===== src/rtl/div16_seq_if.sv =====
// Handshake and operand/result bundle between the execute stage and the divider.
interface div16_seq_if #(
    parameter int unsigned N = 16
);
    logic         start;
    logic [N-1:0] dividend;
    logic [N-1:0] divisor;
    logic         busy;
    logic         done;
    logic [N-1:0] quotient;
    logic [N-1:0] remainder;
    logic         div_by_zero;

    modport master (
        output start, dividend, divisor,
        input  busy, done, quotient, remainder, div_by_zero
    );

    modport slave (
        input  start, dividend, divisor,
        output busy, done, quotient, remainder, div_by_zero
    );
endinterface


===== src/rtl/div16_seq.sv =====
// Iterative unsigned restoring divider: one quotient bit per clock, N+1 cycle latency.
module div16_seq #(
    parameter int unsigned N = 16
) (
    input  logic        clk,
    input  logic        rst,
    div16_seq_if.slave  bus
);
    localparam int unsigned CW = $clog2(N + 1);

    typedef enum logic [1:0] {
        IDLE = 2'd0,
        RUN  = 2'd1,
        DONE = 2'd2
    } state_t;

    state_t        r_state;
    logic [N-1:0]  r_rem;
    logic [N-1:0]  r_q;
    logic [N-1:0]  r_dvsr;
    logic [CW-1:0] r_cnt;
    logic          r_busy;
    logic          r_done;
    logic [N-1:0]  r_quot;
    logic [N-1:0]  r_remout;
    logic          r_dbz;

    logic [N:0]    w_shift;
    logic [N:0]    w_trial;
    logic [N-1:0]  w_rem_next;
    logic [N-1:0]  w_q_next;

    // R[N] is always 0 between iterations, so only N bits of R are stored.
    always_comb begin
        w_shift    = {r_rem, r_q[N-1]};
        w_trial    = w_shift - {1'b0, r_dvsr};
        w_rem_next = w_shift[N-1:0];
        w_q_next   = {r_q[N-2:0], 1'b0};
        if (!w_trial[N]) begin
            w_rem_next = w_trial[N-1:0];
            w_q_next   = {r_q[N-2:0], 1'b1};
        end
    end

    always_ff @(posedge clk) begin
        if (rst) begin
            r_state  <= IDLE;
            r_rem    <= '0;
            r_q      <= '0;
            r_dvsr   <= '0;
            r_cnt    <= '0;
            r_busy   <= 1'b0;
            r_done   <= 1'b0;
            r_quot   <= '0;
            r_remout <= '0;
            r_dbz    <= 1'b0;
        end else begin
            case (r_state)
                IDLE, DONE: begin
                    r_done  <= 1'b0;
                    r_state <= IDLE;
                    if (bus.start) begin
                        r_dvsr <= bus.divisor;
                        if (bus.divisor == '0) begin
                            r_state  <= DONE;
                            r_done   <= 1'b1;
                            r_quot   <= '1;
                            r_remout <= bus.dividend;
                            r_dbz    <= 1'b1;
                        end else begin
                            r_state <= RUN;
                            r_busy  <= 1'b1;
                            r_rem   <= '0;
                            r_q     <= bus.dividend;
                            r_cnt   <= CW'(N);
                            r_quot  <= '0;
                            r_dbz   <= 1'b0;
                        end
                    end
                end
                RUN: begin
                    r_rem <= w_rem_next;
                    r_q   <= w_q_next;
                    r_cnt <= r_cnt - CW'(1);
                    // Results are captured on the edge entering DONE, from the final iteration.
                    if (r_cnt == CW'(1)) begin
                        r_state  <= DONE;
                        r_busy   <= 1'b0;
                        r_done   <= 1'b1;
                        r_quot   <= w_q_next;
                        r_remout <= w_rem_next;
                    end
                end
                default: begin
                    r_state <= IDLE;
                    r_busy  <= 1'b0;
                    r_done  <= 1'b0;
                end
            endcase
        end
    end

    assign bus.busy        = r_busy;
    assign bus.done        = r_done;
    assign bus.quotient    = r_quot;
    assign bus.remainder   = r_remout;
    assign bus.div_by_zero = r_dbz;
endmodule

===== src/flat_wrapper.sv =====
// flat-port wrapper written by rule: the top's interface ports become plain ports
module div16_seq_flat 
#(
    parameter int unsigned N = 16
)
  (clk, rst, bus_start, bus_dividend, bus_divisor, bus_busy, bus_done, bus_quotient, bus_remainder, bus_div_by_zero);
  div16_seq_if #(.N(N)) bus_i ();
  input  logic clk;
  input  logic rst;
  input wire logic [$bits(bus_i.start)-1:0] bus_start;
  input wire logic [$bits(bus_i.dividend)-1:0] bus_dividend;
  input wire logic [$bits(bus_i.divisor)-1:0] bus_divisor;
  output wire logic [$bits(bus_i.busy)-1:0] bus_busy;
  output wire logic [$bits(bus_i.done)-1:0] bus_done;
  output wire logic [$bits(bus_i.quotient)-1:0] bus_quotient;
  output wire logic [$bits(bus_i.remainder)-1:0] bus_remainder;
  output wire logic [$bits(bus_i.div_by_zero)-1:0] bus_div_by_zero;
  assign bus_i.start = bus_start;
  assign bus_i.dividend = bus_dividend;
  assign bus_i.divisor = bus_divisor;
  assign bus_busy = bus_i.busy;
  assign bus_done = bus_i.done;
  assign bus_quotient = bus_i.quotient;
  assign bus_remainder = bus_i.remainder;
  assign bus_div_by_zero = bus_i.div_by_zero;
  div16_seq #(.N(N)) u_core (.clk(clk), .rst(rst), .bus(bus_i));
endmodule

===== config.mk =====
export PLATFORM = sky130hd
export DESIGN_NAME = div16_seq_flat
export DESIGN_NICKNAME = d
export VERILOG_FILES = /design/src/rtl/div16_seq_if.sv /design/src/rtl/div16_seq.sv /design/src/flat_wrapper.sv
export SDC_FILE = /design/constraint.sdc
export NUM_CORES = 1
export LEC_CHECK = 0
export CAP_MARGIN = 0
export CORE_UTILIZATION = 30
export DETAILED_ROUTE_END_ITERATION = 7
export PLACE_DENSITY = 0.57
export SYNTH_ARGS = -nofsm -noshare
export SYNTH_HDL_FRONTEND = slang
export SYNTH_SLANG_ARGS = --single-unit

===== constraint.sdc =====
create_clock -name clk -period 2.8 [get_ports clk]
set_input_delay 0.56 -clock clk [delete_from_list [all_inputs] [get_ports clk]]
set_output_delay 0.56 -clock clk [all_outputs]
set_load 0.01 [all_outputs]

; ---- Yosys cells after proc, flatten, opt, wreduce, memory -nomap -nowiden
; Index checks and enable logic that the tools add are counted.
[word_totals]
ff_bits = 90
input_bits = 35
word_cells = 59
[op_classes]
add_sub_neg = 2
eq_ne = 7
mux = 31
n_reduce_logical = 9
[op_table]
columns = op, n
row1 = $mux 16, 11
row2 = $pmux 16 s2, 4
row3 = $sub 17x16->17, 1
row4 = $logic_not 16->1, 1
row5 = $mux 5, 2
row6 = $pmux 5 s2, 1
row7 = $reduce_and 3->1, 3
row8 = $mux 1, 7
row9 = $mux 2, 3
row10 = $eq 5x1->1 const B, 1
row11 = $sub 5x1->5 const B, 1
row12 = $ne 2x1->1 const B, 2
row13 = $ne 2x2->1 const B, 2
row14 = $pmux 1 s2, 2
row15 = $pmux 2 s2, 1
row16 = $reduce_and 4->1, 1
row17 = $eq 2x1->1 const B, 1
row18 = $eq 2x2->1 const B, 1
row19 = $logic_not 2->1, 1
row20 = $reduce_and 2->1, 1
row21 = $reduce_bool 2->1, 1
row22 = $reduce_or 2->1, 1

; ---- Depth between registers and ports, before layout
; Gate-level depths: netlist of run 1.
[logic_depth]
word_depth = 4
depth_mapped = 12

; ---- Worst setup path before layout of run 1
; Ideal clock, no wire load.
[synth_timing]
kind = register to register
from = reg u_core.r_q[15]
to = reg u_core.r_remout[4] (netlist: u_core.bus.remainder[4])
setup_ns = 0.115
t_arrival_ns = 2.490
slack_ns = 0.196
stages_incl_launch_ff = 12
cell_sequence = dfxtp_1 -> inv_1 -> ha_1 -> inv_1 -> fa_1 -> a211oi_1 -> o211a_1 -> nor3_1 -> or3_4 -> buf_6 -> mux2i_1 -> a2111oi_0
[synth_via]
elab_chain_cells = 4
[synth_rtl]
columns = element, line
row1 = "start, declared", div16_seq.sv:19  ; logic [N-1:0] r_q;
row2 = "start signal, assigned", div16_seq.sv:74  ; r_q <= bus.dividend;
row3 = "start signal, assigned", div16_seq.sv:83  ; r_q <= w_q_next;
row4 = $sub 17x16->17, div16_seq.sv:36  ; w_trial = w_shift - {1'b0, r_dvsr};
row5 = $mux 16, div16_seq.sv:39  ; if (!w_trial[N]) begin
row6 = $mux 16, div16_seq.sv:86  ; if (r_cnt == CW'(1)) begin
row7 = $pmux 16 s2, div16_seq.sv:58  ; case (r_state)
row8 = "end signal, assigned", div16_seq.sv:68  ; r_remout <= bus.dividend;
row9 = "end signal, assigned", div16_seq.sv:91  ; r_remout <= w_rem_next;
row10 = "end, declared", div16_seq.sv:25  ; logic [N-1:0] r_remout;
; Every way passes these cells. The select of a mux whose other input is x is not followed.
; A chain may end at the register's enable or synchronous reset.

; ---- Worst setup path in the final report of run 1
[layout_timing]
from = reg u_core.r_q[15]
to = reg u_core.r_remout[7] (netlist: u_core.bus.remainder[7])
; Same word-level chain as after synthesis.

==> flow_metrics.tcl, run 1 <==
set metrics [dict create \
    drt-initial-drc-count 262 \
    fin_skew_ns 0.009442 \
    synth_ff_type "dfxtp_1" \
    p_per_area_mw_per_mm2 1105 \
    clkPwrFrac 0.189 \
    ys_seq_area_frac 0.3831 \
    critPathMaxStageDelay_ns 0.43 \
    synth_area_leaders "dfxtp_1 38%, nand2_1 7.8%, a21oi_1 6.3%" \
    htree_levels 3 \
    critPathLaunchType "flip-flop" \
    fp.dieH_um 126.5 \
    place_ws_ns -0.04541 \
    grt_pass1_vias 4319 \
    crit_buf_inv 4 \
    ios 70 \
    start_util 0.3071 \
    cts.clk_slew.worst_paths_ns 0.07 \
    clk_latency_ns 0.35 \
    fmax_mhz 371.9 \
    leakage_nw 2.270 \
    grt_overflow_total 0 \
    synth.largest_area_cell "dfxtp_1" \
    swShare 0.4187 \
    critPathTopFamily "simple AND/OR/NAND/NOR gates" \
    slew-limit-headroom 0.4456 \
    vdd_drop_max_mv 0.5574 \
    antenna_found_initial 0 \
    wire_per_inst_um 16.28 \
    ys_top_cells_by_count "97 x nand2_1, 89 x dfxtp_1, 59 x a21oi_1, 42 x nor2_1, 23 x clkbuf_1" \
    postSynthCellCount 564 \
    port_buffers 69 \
    worst_ep_required_time_ns 2.99 \
    drv_slew 0 \
    period_share 0.9603 \
    diodes 0 \
    place_area_mm2 0.005600 \
    routed_wl_um 13530 \
    synth_area_per_cell_um2 8.246 \
    p_sw_w 0.002787 \
    outcome "complete, no violations" \
    drv_cap 0 \
    core_mm2 0.01515 \
    ys_warn_count 0 \
    combPwrFrac 0.571 \
    worst_slew_pin_slew_ns 0.8200 \
    cts_buffers 9 \
    internal_power_w 0.003870 \
    die_w_um 126.5 \
    cp_max_fo 7 \
    crit-reg2reg-launch "u_core.r_q[15]" \
    netlist_area_mm2 0.004651 \
    synth_top_area_share 0.3831 \
    fin_hold_ws_ns 0.4568 \
    clock-sinks 89 \
    cts_tree "yes" \
    end_kind "flip-flop" \
    grt_pass1_wl_um 22100 \
    synth_edf_count 0 \
    yosysMostFrequentCell "nand2_1" \
    hold_viol_final 0 \
    holdCritPathClass "flip-flop to flip-flop" \
    async_flop_share 0 \
    final_nets 692 \
    synthDistinctLibCells 59 \
    ys_seq_elements 89 \
    fp.dieArea_mm2 0.01600 \
    fillers 1495 \
    via_count 4399 \
    via_per_inst 5.294 \
    gp_congestion 0.8364 \
    utilization 0.3978 \
    startpoint "u_core.r_q[15]" \
    drcViolationCount 0 \
    critPathSlowestCell "or3_4" \
    grt_max_degree 52 \
    cp.arrival_ns 2.88 \
    hpwlAfterDp_um 10020 \
    fin_crit_ns 2.689 \
    setup_viol 0 \
    min_from "u_core.r_dvsr[3]" \
    cts_root_buf "clkbuf_16" \
    antenna_left 0 \
    timing.final.ws_setup_ns 0.1110 \
    path_cells "inv_2, ha_2, inv_1, fa_2, a211oi_2, o211a_1, nor3_2, or3_4, buf_8, buf_4, nand3b_1, a31oi_1" \
    firstDrtPassIters 6 \
    synthToLayoutAreaGrowth_pct 29.54 \
    fin_area_mm2 0.006025 \
    cts_buffer_depth 2 \
    grt_usage 0.1746 \
    crit_type "flip-flop to flip-flop" \
    drive_gt1_frac 0.1400 \
    rows 45 \
    power_frac_seq 0.240 \
    syn-num-nets 618 \
]
power by group through the flow:
| stage | Combinational (W) | Sequential (W) | Clock, W |
|---|---|---|---|
| detailed placement | 0.00327 | 0.00162 | 0 |
| finish | 0.00380 | 0.00160 | 0.00126 |
| global placement | 0.00323 | 0.00161 | 0 |
| global route | 0.00409 | 0.00162 | 0.00134 |
| CTS | 0.00359 | 0.00159 | 0.00128 |
| floorplan | 0.00241 | 0.00159 | 0 |
cells by family after synthesis:
logic type,Yosys count,share of synthesized area
muxes,28,0.06564
DFF,89,0.3831
AOI/OAI and AO/OA,158,0.2273
and+or+nand+nor,203,0.1996
xor gates and xnor gates,11,0.02072
adders and majority gates,19,0.05273
buffers and inverters,56,0.05084
cell type report:
class / instances / area [um^2] / area share
multi-input combinational: 420 / 2710 / 0.4498
sequential: 89 / 1782 / 0.2957
timing repair buffer: 96 / 908.4 / 0.1508
tap: 188 / 235.2 / 0.03904
clock buffer: 9 / 225.2 / 0.03738
inverter: 22 / 82.58 / 0.01371
clock inverter: 7 / 81.33 / 0.01350
path summary, 6_finish.rpt:
| kind | to | slack, ns | cells after the start |
|---|---|---|---|
| worst min register to register | u_core.r_dvsr[3] | 0.46 | 2 |
| worst max-delay path | u_core.bus.remainder[7] | 0.11 | 12 |
| worst max register to register | u_core.bus.remainder[7] | 0.11 | 12 |
| worst min-delay path | u_core.r_dvsr[3] | 0.46 | 2 |
state kept, by name (all words and copies together) (netlist names):
signal / count
u_core.bus.busy: 1
u_core.r_state: 2
u_core.bus.quotient: 16
u_core.bus.div_by_zero: 1
u_core.r_rem: 16
u_core.r_q: 16
u_core.r_dvsr: 16
u_core.bus.remainder: 16
u_core.r_cnt: 5
through the flow:
stage	total power, W	cells	TNS [ns]
6_report	0.006657	831	0
2_1_floorplan	0.004001	564	0
3_3_place_gp	0.004843	809	0
5_1_grt	0.007051	831	-0.03901
4_1_cts	0.006466	829	-0.03524
3_5_place_dp	0.004887	809	-0.09292
worst register-to-register path, stage by stage (launching register included):
cell      delay, ns
dfxtp_1        0.32
inv_2          0.06
ha_2           0.17
inv_1          0.05
fa_2           0.37
a211oi_2       0.26
o211a_1        0.25
nor3_2         0.09
or3_4          0.43
buf_8          0.17
buf_4          0.13
nand3b_1       0.14
a31oi_1        0.11
cells in the final DEF, fill, tap and decap left out, types with 3 or more instances in the layout:
master	n
inv_1	21
nand2b_1	5
nand3_1	4
o21ai_1	3
ha_2	3
o41ai_2	3
a32oi_1	3
dfxtp_1	89
o22ai_1	3
inv_6	3
nor2b_1	4
a21oi_1	59
xor2_1	6
nor3_1	13
ha_1	15
nor2_1	40
o21a_1	5
o211ai_1	5
xnor2_1	5
and3_1	6
nand2_1	97
a211o_1	4
a21o_1	5
buf_4	25
clkdlybuf4s50_1	68
or2_2	3
o21ai_0	21
a311oi_1	16
o31ai_1	3
or3_1	7
mux2_2	16
mux2i_1	10
o21bai_1	3
nor4_1	7
clkbuf_16	9
per-layer routing:
metal  vias up  global-route usage  part of all wire
met5         -                   0                 0
met4         0             0.06095             0.019
met1      2115              0.2295              0.47
li1       2180                   -                 -
met2        84              0.2805              0.46
met3        20             0.04007             0.048
repair_timing:
| action | in CTS | in global routing |
|---|---|---|
| resized for setup | 4 | 18 |
| endpoints found under the setup margin | 5 | 23 |
| pin swaps | 1 | 4 |
| hold endpoints to repair | 0 | 0 |
| cloned | 1 | 0 |
| hold buffers | 0 | 0 |
| setup buffers | 3 | 2 |
Power figures use the tool's default switching activity.
==> run 2, diff against run 1 <==
--- a/config.mk
+++ b/config.mk
@@ -5,7 +5,7 @@
 export SDC_FILE = /design/constraint.sdc
 export NUM_CORES = 1
 export LEC_CHECK = 0
-export CAP_MARGIN = 0
+export CAP_MARGIN = 15
 export CORE_UTILIZATION = 30
 export DETAILED_ROUTE_END_ITERATION = 7
 export PLACE_DENSITY = 0.57
==> results of run 2 <==
Final layout, timing and power as in run 1 (identical DEF).
